<file path="config.mk">
export PLATFORM = sky130hd
export DESIGN_NAME = uibi_arbiter
export DESIGN_NICKNAME = d
export VERILOG_FILES = /design/src/rtl/uibi_arbiter.sv
export SDC_FILE = /design/constraint.sdc
export NUM_CORES = 1
export LEC_CHECK = 0
export CAP_MARGIN = 0
export CELL_PAD_IN_SITES_DETAIL_PLACEMENT = 0
export CELL_PAD_IN_SITES_GLOBAL_PLACEMENT = 2
export CORE_MARGIN = 2
export CORE_UTILIZATION = 10
export CTS_CLUSTER_SIZE = 25
export DETAILED_ROUTE_END_ITERATION = 12
export MAX_ROUTING_LAYER = met4
export PLACE_DENSITY = 0.89
export SLEW_MARGIN = 25
export SYNTH_ARGS = -nofsm -noshare
export SYNTH_HDL_FRONTEND = slang
export SYNTH_SLANG_ARGS = --single-unit
export TNS_END_PERCENT = 20
</file>
<file path="constraint.sdc">
create_clock -name clk -period 2.6 [get_ports clk]
set_clock_uncertainty 0.2 [all_clocks]
set_input_delay 0.26 -clock clk [delete_from_list [all_inputs] [get_ports clk]]
set_output_delay 0.26 -clock clk [all_outputs]
set_load 0.02 [all_outputs]
</file>
<file path="src/rtl/uibi_arbiter.sv">
// Round-robin, grant-until-done arbiter sharing one UIBI slave port between NMASTER masters.
// Optional forced completion of stalled transactions is enabled by defining UIBI_ARB_TIMEOUT_EN.
module uibi_arbiter #(
  parameter int NMASTER = 2,
  parameter int XLEN    = 32,
  parameter int NUM_W   = 4,
  parameter int TIMEOUT = 255
) (
  input  logic                     clk,
  input  logic                     rst,
  input  logic [NMASTER-1:0]       m_req,
  input  logic [NMASTER-1:0]       m_wen,
  input  logic [3*NMASTER-1:0]     m_mode,
  input  logic [XLEN*NMASTER-1:0]  m_addr,
  input  logic [XLEN*NMASTER-1:0]  m_dat_o,
  input  logic [NUM_W*NMASTER-1:0] m_num,
  output logic [NMASTER-1:0]       m_ready,
  output logic [XLEN-1:0]          m_dat_i,
  output logic                     bus_req,
  output logic                     bus_wen,
  output logic [2:0]               bus_mode,
  output logic [XLEN-1:0]          bus_addr,
  output logic [XLEN-1:0]          bus_dat_o,
  output logic [NUM_W-1:0]         bus_num,
  input  logic [XLEN-1:0]          bus_dat_i,
  input  logic                     bus_ready,
  output logic [NMASTER-1:0]       grant,
  output logic                     bus_err
);

  localparam int IDXW = (NMASTER > 1) ? $clog2(NMASTER) : 1;

  typedef enum logic {IDLE, BUSY} state_t;

  state_t             state_q, state_d;
  logic [IDXW-1:0]    owner_q, owner_d;
  logic [IDXW-1:0]    last_q, last_d;
  logic [NMASTER-1:0] grant_q, grant_d;
  logic [IDXW-1:0]    pick;
  logic               any_req;
  logic               busy;
  logic               timeout_hit;
  logic               done;

  // First requester after the previous owner, wrapping mod NMASTER.
  always_comb begin
    pick    = last_q;
    any_req = 1'b0;
    for (int k = 1; k <= NMASTER; k++) begin
      if (!any_req && m_req[(int'(last_q) + k) % NMASTER]) begin
        any_req = 1'b1;
        pick    = IDXW'((int'(last_q) + k) % NMASTER);
      end
    end
  end

  assign busy = (state_q == BUSY);

`ifdef UIBI_ARB_TIMEOUT_EN
  logic [15:0] tmo_q, tmo_d;

  assign timeout_hit = busy && !bus_ready && (tmo_q == 16'(TIMEOUT - 1));

  always_comb begin
    tmo_d = tmo_q;
    if (!busy) begin
      tmo_d = '0;
    end else if (!bus_ready) begin
      tmo_d = tmo_q + 16'd1;
    end
  end

  always_ff @(posedge clk) begin
    if (rst) begin
      tmo_q <= '0;
    end else begin
      tmo_q <= tmo_d;
    end
  end
`else
  assign timeout_hit = 1'b0;
`endif

  assign done = busy && (bus_ready || timeout_hit);

  always_comb begin
    state_d = state_q;
    owner_d = owner_q;
    last_d  = last_q;
    grant_d = grant_q;
    case (state_q)
      IDLE: begin
        if (any_req) begin
          state_d = BUSY;
          owner_d = pick;
          grant_d = NMASTER'(1) << pick;
        end
      end
      BUSY: begin
        if (done) begin
          state_d = IDLE;
          last_d  = owner_q;
          grant_d = '0;
        end
      end
      default: state_d = IDLE;
    endcase
  end

  always_ff @(posedge clk) begin
    if (rst) begin
      state_q <= IDLE;
      owner_q <= '0;
      last_q  <= IDXW'(NMASTER - 1);
      grant_q <= '0;
    end else begin
      state_q <= state_d;
      owner_q <= owner_d;
      last_q  <= last_d;
      grant_q <= grant_d;
    end
  end

  // Slave side is the owner's fields while BUSY, zero otherwise.
  always_comb begin
    bus_req   = busy && !timeout_hit;
    bus_wen   = busy && m_wen[owner_q];
    bus_mode  = busy ? m_mode[int'(owner_q)*3 +: 3] : '0;
    bus_addr  = busy ? m_addr[int'(owner_q)*XLEN +: XLEN] : '0;
    bus_dat_o = busy ? m_dat_o[int'(owner_q)*XLEN +: XLEN] : '0;
    bus_num   = busy ? m_num[int'(owner_q)*NUM_W +: NUM_W] : '0;
    m_ready   = '0;
    // A transaction aborted by reset never reports completion.
    if (done && !rst) begin
      m_ready[owner_q] = 1'b1;
    end
    m_dat_i = timeout_hit ? '1 : bus_dat_i;
    bus_err = timeout_hit;
  end

  assign grant = grant_q;

endmodule

</file>
==> results of run 1 <==
[cells by family after synthesis]
| group | after synthesis |
|---|---|
| AND/OR/NAND/NOR | 86 |
| multiplexers | 72 |
| buffers and inverters | 50 |
| flip-flops | 5 |
| other | 1 |
| AO/OA/AOI/OAI | 5 |
[synth_stat cells, drive strengths merged]
master	n
o21ai	1
mux2i	72
nor3	2
a21oi	2
nor2	4
buf	43
clkbuf	7
nand3b	1
conb	1
nor2b	73
nand2	4
a21o	1
o32ai	1
nand2b	1
nor3b	1
dfxtp	5
[per-stage QoR]
stage | worst slack (ps) | std cells | hold WS, ps
after floorplan | 819 | 219 | 129
after global placement | 363 | 630 | 279
after detailed placement | 336 | 630 | 289
after CTS | 105 | 634 | 300
after global routing | 10.9 | 634 | 320
[layer usage]
| layer | track usage |
|---|---|
| met4 | 0.0159 |
| met2 | 0.137 |
| met1 | 0.0801 |
| met5 | - |
| met3 | 0.0228 |
==> flow_metrics.tcl, run 1 <==
set metrics [dict create \
    outcome "aborted with a tool error" \
    haltStage "detailed routing" \
    first-error "[ERROR DRT-0255] Maze Route cannot find path of net bus_dat_i[15] in worker of routeBox ( 96600 96600 ) ( 138645 138645 )." \
    io_buffers 225 \
    hold_buffers 0 \
    die_width_um 139 \
    cts-resized-gates 0 \
    cts_root_buffer "clkbuf_16" \
    synth_top_area_share 0.398 \
    synth_xor_xnor_area_share 0 \
    synth_seq_cells 5 \
    grt_pass1_vias 2155 \
    rows 49 \
    synth-simple-area-share 0.292 \
    grt_max_degree 26 \
    grt_antenna_before_repair 0 \
    place.detailed.hpwl_um 6520 \
    yosys-mux-area-fraction 0.398 \
    synth_cells 219 \
    ys_types 19 \
    cts.sinks 5 \
    ios 291 \
    synthAdderAreaFrac 0 \
    yosysSeqAreaShare 0.0552 \
    cts_htree_levels 1 \
    avgSynthCellArea_um2 8.28 \
    syn_area_um2 1810 \
    synth_compound_area_frac 0.0173 \
    yosysTopAreaCell "mux2i_1" \
    grt_overflow 0 \
    postCtsSetupBuffers 0 \
    post_dp_cell_area_um2 4010 \
    syn_nets 400 \
    synth.area.top_cells "mux2i_1 40%, nor2b_1 25%, buf_4 15%, buf_12 6.6%, dfxtp_1 5.5%" \
    clockBufferDepth 2 \
    numCtsBuffers 3 \
    die_h_um 139 \
    yosysWarnings 0 \
    grtUsageTotal 0.0749 \
    synth_top_family_by_area "multiplexers" \
    grt_pass1_wl_um 11500 \
    initial_core_util 0.101 \
    place_congestion 0.854 \
]
==> run 2: changes to the inputs <==
==> config.mk (replaced) <==
export PLATFORM = sky130hd
export DESIGN_NAME = uibi_arbiter
export DESIGN_NICKNAME = d
export VERILOG_FILES = /design/src/rtl/uibi_arbiter.sv
export SDC_FILE = /design/constraint.sdc
export NUM_CORES = 1
export LEC_CHECK = 0
export CAP_MARGIN = 0
export CORE_AREA = 2 2 111 113
export DETAILED_ROUTE_END_ITERATION = 12
export DIE_AREA = 0 0 113 115
export PLACE_DENSITY_LB_ADDON = 0.15
export SLEW_MARGIN = 25
export SYNTH_ARGS = -nofsm -noshare
export SYNTH_HDL_FRONTEND = slang
export SYNTH_SLANG_ARGS = --single-unit
export TNS_END_PERCENT = 20
==> run 2 against run 1 <==
The flow now finishes, with violations (design-rule violations). Global-route usage increased by 2.5 points. Area after synthesis did not move. Synthesized cell count unchanged.
==> flow_metrics.tcl, run 2 <==
set metrics [dict create \
    rr_startpoint "bus_req$_SDFF_PP0_" \
    die_width_um 113 \
    diodes 0 \
    final_common_cell "clkdlybuf4s50_1" \
    place.detailed.hpwl_um 6060 \
    numCtsBuffers 3 \
    max_stage_delay_ps 690 \
    rsz0062_at_grt "false" \
    timing.final.hold_violations 0 \
    grt_pass1_wl_um 10600 \
    cts_root_buffer "clkbuf_16" \
    path_buf_inv 2 \
    p_leak_uw 0.00137 \
    dieArea_um2 13000 \
    path_delay_family "buffers and inverters" \
    insertion_delay_ps 230 \
    yosys-top-cells-count "73 x nor2b_1, 72 x mux2i_1, 36 x buf_4" \
    grt_pass1_vias 2052 \
    peakVddDrop_mv 0.160 \
    power.share.clock 0.233 \
    min_path_type "flip-flop to flip-flop" \
    holdCritStartpoint "grant[1]$_SDFFE_PP0P_" \
    arrival_ps 2010 \
    drtIter0Drc 66 \
    yosysSeqAreaShare 0.0552 \
    synth_top_family_by_area "multiplexers" \
    syn_nets 400 \
    p_sw_uw 343 \
    synth-simple-area-share 0.292 \
    yosys-mux-area-fraction 0.398 \
    clock.fmax_mhz 405 \
    ys_types 19 \
    final_area_um2 4000 \
    cts.sinks 5 \
    async_flop_share 0 \
    ios 291 \
    crit_path_end_kind "output port" \
    nNetsFinal 586 \
    synth.area.top_cells "mux2i_1 40%, nor2b_1 25%, buf_4 15%, buf_12 6.6%, dfxtp_1 5.5%" \
    maxSlewHeadroom 0.644 \
    synth_flop_cell "dfxtp_1" \
    synth_cells 219 \
    synth_most_common_cell "nor2b_1" \
    p_per_area_nw_per_um2 271 \
    drc 15 \
    cts-resized-gates 0 \
    synth_xor_xnor_area_share 0 \
    cpMaxStageDelayCell "dfxtp_4" \
    yosysTopAreaCell "mux2i_1" \
    largest_reg_flops 2 \
    post_dp_cell_area_um2 3920 \
    yosysWarnings 0 \
    final_core_util 0.339 \
    startpoint_type "flip-flop" \
    via_per_inst 3.85 \
    outcome "complete, but fails checks" \
    final_max_slew_viol_count 0 \
    pwr-share-comb 0.668 \
    synth_top_area_share 0.398 \
    crit_fanout 27 \
    violations "design-rule violations" \
    cts_htree_levels 1 \
    clockBufferDepth 2 \
    mostFrequentLayoutCells "225 x clkdlybuf4s50_1, 73 x nor2b_1, 72 x mux2i_1" \
    drive_gt1_frac 0.0297 \
    cts_tree "done" \
    vias 2120 \
    hold_buffers 0 \
    io_buffers 225 \
    pwr-share-seq 0.099 \
    postCtsSetupBuffers 0 \
    routedWlPerCell_um 13.1 \
    crit_start "owner_q$_SDFFE_PP0P_" \
    tightest_slew_ps 534 \
    area_growth_pct 121 \
    place_congestion 0.704 \
    drt_pre_antenna_iters 9 \
    coreArea_um2 11800 \
    synth_edf_count 0 \
    intPower_uw 741 \
    initial_core_util 0.153 \
    ant_nets 0 \
    avgSynthCellArea_um2 8.28 \
    cap_violations 0 \
    wl_um 7200 \
    synthAdderAreaFrac 0 \
    grtUsageTotal 0.0998 \
    path_class "flip-flop to output port" \
    synth_compound_area_frac 0.0173 \
    synth_seq_cells 5 \
    syn_area_um2 1810 \
    crit_chain "buf_12 > mux2i_1 > nor2b_1 > clkdlybuf4s50_1" \
    rows 40 \
    swShare 0.316 \
    grt_overflow 0 \
    worstPathRequired_ps 2140 \
    die_h_um 115 \
    period_minus_slack_ps 2470 \
    setup-tns-final_ps 0 \
    fin_crit_sh 0.951 \
    clk_pin_slew_ps 30 \
    setup_violations 0 \
    grt_max_degree 42 \
    finalPower_uw 1080 \
    grt_antenna_before_repair 0 \
]
run 2: final timing paths:
path | to | slack, ps | cells after the start
hold reg to reg | grant[1]$_SDFFE_PP0P_ | 270 | 2
setup reg to reg | owner_q$_SDFFE_PP0P_ | 1110 | 4
setup / recovery | bus_addr[22] | 130 | 4
hold / removal | grant[1]$_SDFFE_PP0P_ | 270 | 2
run 2: cell type report:
| class | instances | area [um2] |
|---|---|---|
| repair buffers | 231 | 2350 |
| fillers | 1245 | 7810 |
| multi-input cells | 164 | 1280 |
| clock buffers | 4 | 78.8 |
| well taps | 147 | 184 |
| flip-flops and latches | 5 | 105 |
run 2: power groups by stage:
stage	Clock [uW]	Sequential, uW	Combinational, uW
floorplan	0	92.5	414
global placement	0	110	729
detailed placement	0	110	731
CTS	258	109	734
global route	262	111	772
finish	253	107	724
run 2: stage by stage:
| stage | setup slack, ps | hold slack (ps) | cells |
|---|---|---|---|
| detailed placement | 336 | 262 | 547 |
| CTS | 92.9 | 266 | 551 |
| global route | 12.2 | 292 | 551 |
| global placement | 345 | 248 | 547 |
| finish | 128 | 265 | 551 |
| floorplan | 819 | 129 | 219 |
run 2: cell families after synthesis:
logic type,count (synthesis)
simple gates,86
mux,72
buf+inv,50
compound gates,5
flops,5
other cells,1
run 2: metal layers:
layer  up-vias  share of wire  track usage
met4         0         0.0058       0.0179
li1       1065              -            -
met3         9           0.12       0.0364
met1       927           0.33        0.103
met5         -              0            0
met2       119           0.54        0.195
run 2: tightest hold or removal path, cell delays in order (launching register included):
cell,delay [ps]
dfxtp_1,300
nand2_1,60
a21oi_1,50
No activity file was read; power rests on OpenSTA's default activity.
==> edit: new RTL, flow settings as in run 2 <==
The parameter `NUM_W` goes from 4 to 3.
--- a/src/rtl/uibi_arbiter.sv
+++ b/src/rtl/uibi_arbiter.sv
@@ -4,5 +4,5 @@
   parameter int NMASTER = 2,
   parameter int XLEN    = 32,
-  parameter int NUM_W   = 4,
+  parameter int NUM_W   = 3,
   parameter int TIMEOUT = 255
 ) (
Ports: changed (resized bus_num and m_num); port bits go from 291 to 288. No check against the original RTL was run, so the function may have changed too.
==> edit against run 2 <==
- largest cell class unchanged
- area after synthesis is 4.7% lower
- total power shrank 1.8%
- sequential cell count stayed put
- routed wire length down 0.18%
- sequential share of layout area hardly changed
- largest power group unchanged
- first-iteration DRC count down 7.6%
- worst setup slack better by 0.15 ns
- the run still ends with DRC left
- design area is 1.8% lower
- highest routed layer unchanged
- critical endpoint is now bus_addr[7]
- critical path depth unchanged
- non-clock buffer count fell by 4
==> edit: results (changes against run 2) <==
status: "finished, violations left"
violations: "DRC"
sequentialPower_w: 0.0000965  # -9.8%
hold_start: "grant[1]$_SDFFE_PP0P_"
wl_per_cell_um: 13.2  # +0.92%
wl_met1_um: 2640  # +9.6%
drive_gt1_share_pct: 2.76  # -0.21 points
drtIter0Drc: 61  # -7.6%
yosys-top-cells-area: "mux2i_1 (41%), nor2b_1 (26%), buf_4 (15%), dfxtp_1 (5.8%), buf_6 (4.6%)"
grt_pass1_wl_um: 10500  # -0.72%
clk-power_w: 0.000247  # -2%
antenna_found_initial: 0  # unchanged
totalWireLength_um: 7180  # -0.18%
synth.top_cells.by_count: "nor2b_1 (72), mux2i_1 (71), buf_4 (34)"
met1_usage_pct: 10.7  # +0.42 points
gp_congestion: 0.674  # -4.2%
synth-warning-count: 0  # unchanged
ir_drop_mv: 0.382  # +140%
largest_reg_flops: 2  # unchanged
arrival_ns: 1.87  # -0.14 ns
ctsHtreeMaxLevel: 1  # unchanged
grt_usage_pct: 9.80  # -0.18 points
total_power_w: 0.00106  # -1.8%
grt_max_degree: 37  # -12%
vias: 2077  # -2.0%
insertion_delay_ns: 0.22
place_ws_ns: 0.485  # +0.148 ns
route.met2.wl_um: 3710  # -3.9%
cp_top_family: "buffers and inverters"
place_inst: 541  # -1.1%
syn_nets: 395  # -1.3%
crit_slowest_cell: "clkdlybuf4s50_1"
met2_usage_pct: 19.3  # -0.20 points
drcViolationCount: 18  # +3
ys_seq_area_share_pct: 5.79  # +0.27 points
dpl.hpwl_um: 5990  # -1.1%
place_area_um2: 3850  # -1.9%
met3_usage_pct: 2.85  # -0.79 points
worstPathMaxFanout: 24  # -11%
wl_met3_um: 809  # -8.4%
nets: 578  # -1.4%
cts_root_buf: "clkbuf_16"
diodes: 0  # unchanged
portBuffers: 222  # -1.3%
p_leak_nw: 1.35  # -1.8%
async_reset_ff_share_pct: 0  # unchanged
switching_share_pct: 31.4  # -0.22 points
synthCells: 216  # -1.4%
ff2ff_path_depth: 2  # -2
slowest_delay_ns: 0.62  # -0.07 ns
-- edit: cell types whose count changed in the layout (fill, tap and decap cells not counted) --
cell             delta
clkdlybuf4s50_1     -3
mux2i_1             -1
nor3_2              +1
nor3_4              -1
buf_12              -1
nor2b_1             -1
-- edit: final cells by class --
class,instances,area (um2)
multi-input cells,162,1260
fillers,1245,7880
clock buffers,4,78.8
well taps,147,184
repair buffers,227,2300
flip-flops and latches,5,105
-- edit: cell families after synthesis --
logic type	count (synthesis)	synth area share, %
and+or+nand+nor	85	29.9
buffers and inverters	49	21.1
AOI/OAI and AO/OA	5	1.81
muxes	71	41.1
other	1	0.217
DFF	5	5.79
-- edit: final timing paths --
kind | slack [ns] | endpoint
min | 0.26 | grant[1]$_SDFFE_PP0P_
max | 0.27 | bus_addr[7]
max reg2reg | 1.52 | grant[0]$_SDFFE_PP0P_
min reg2reg | 0.26 | grant[1]$_SDFFE_PP0P_
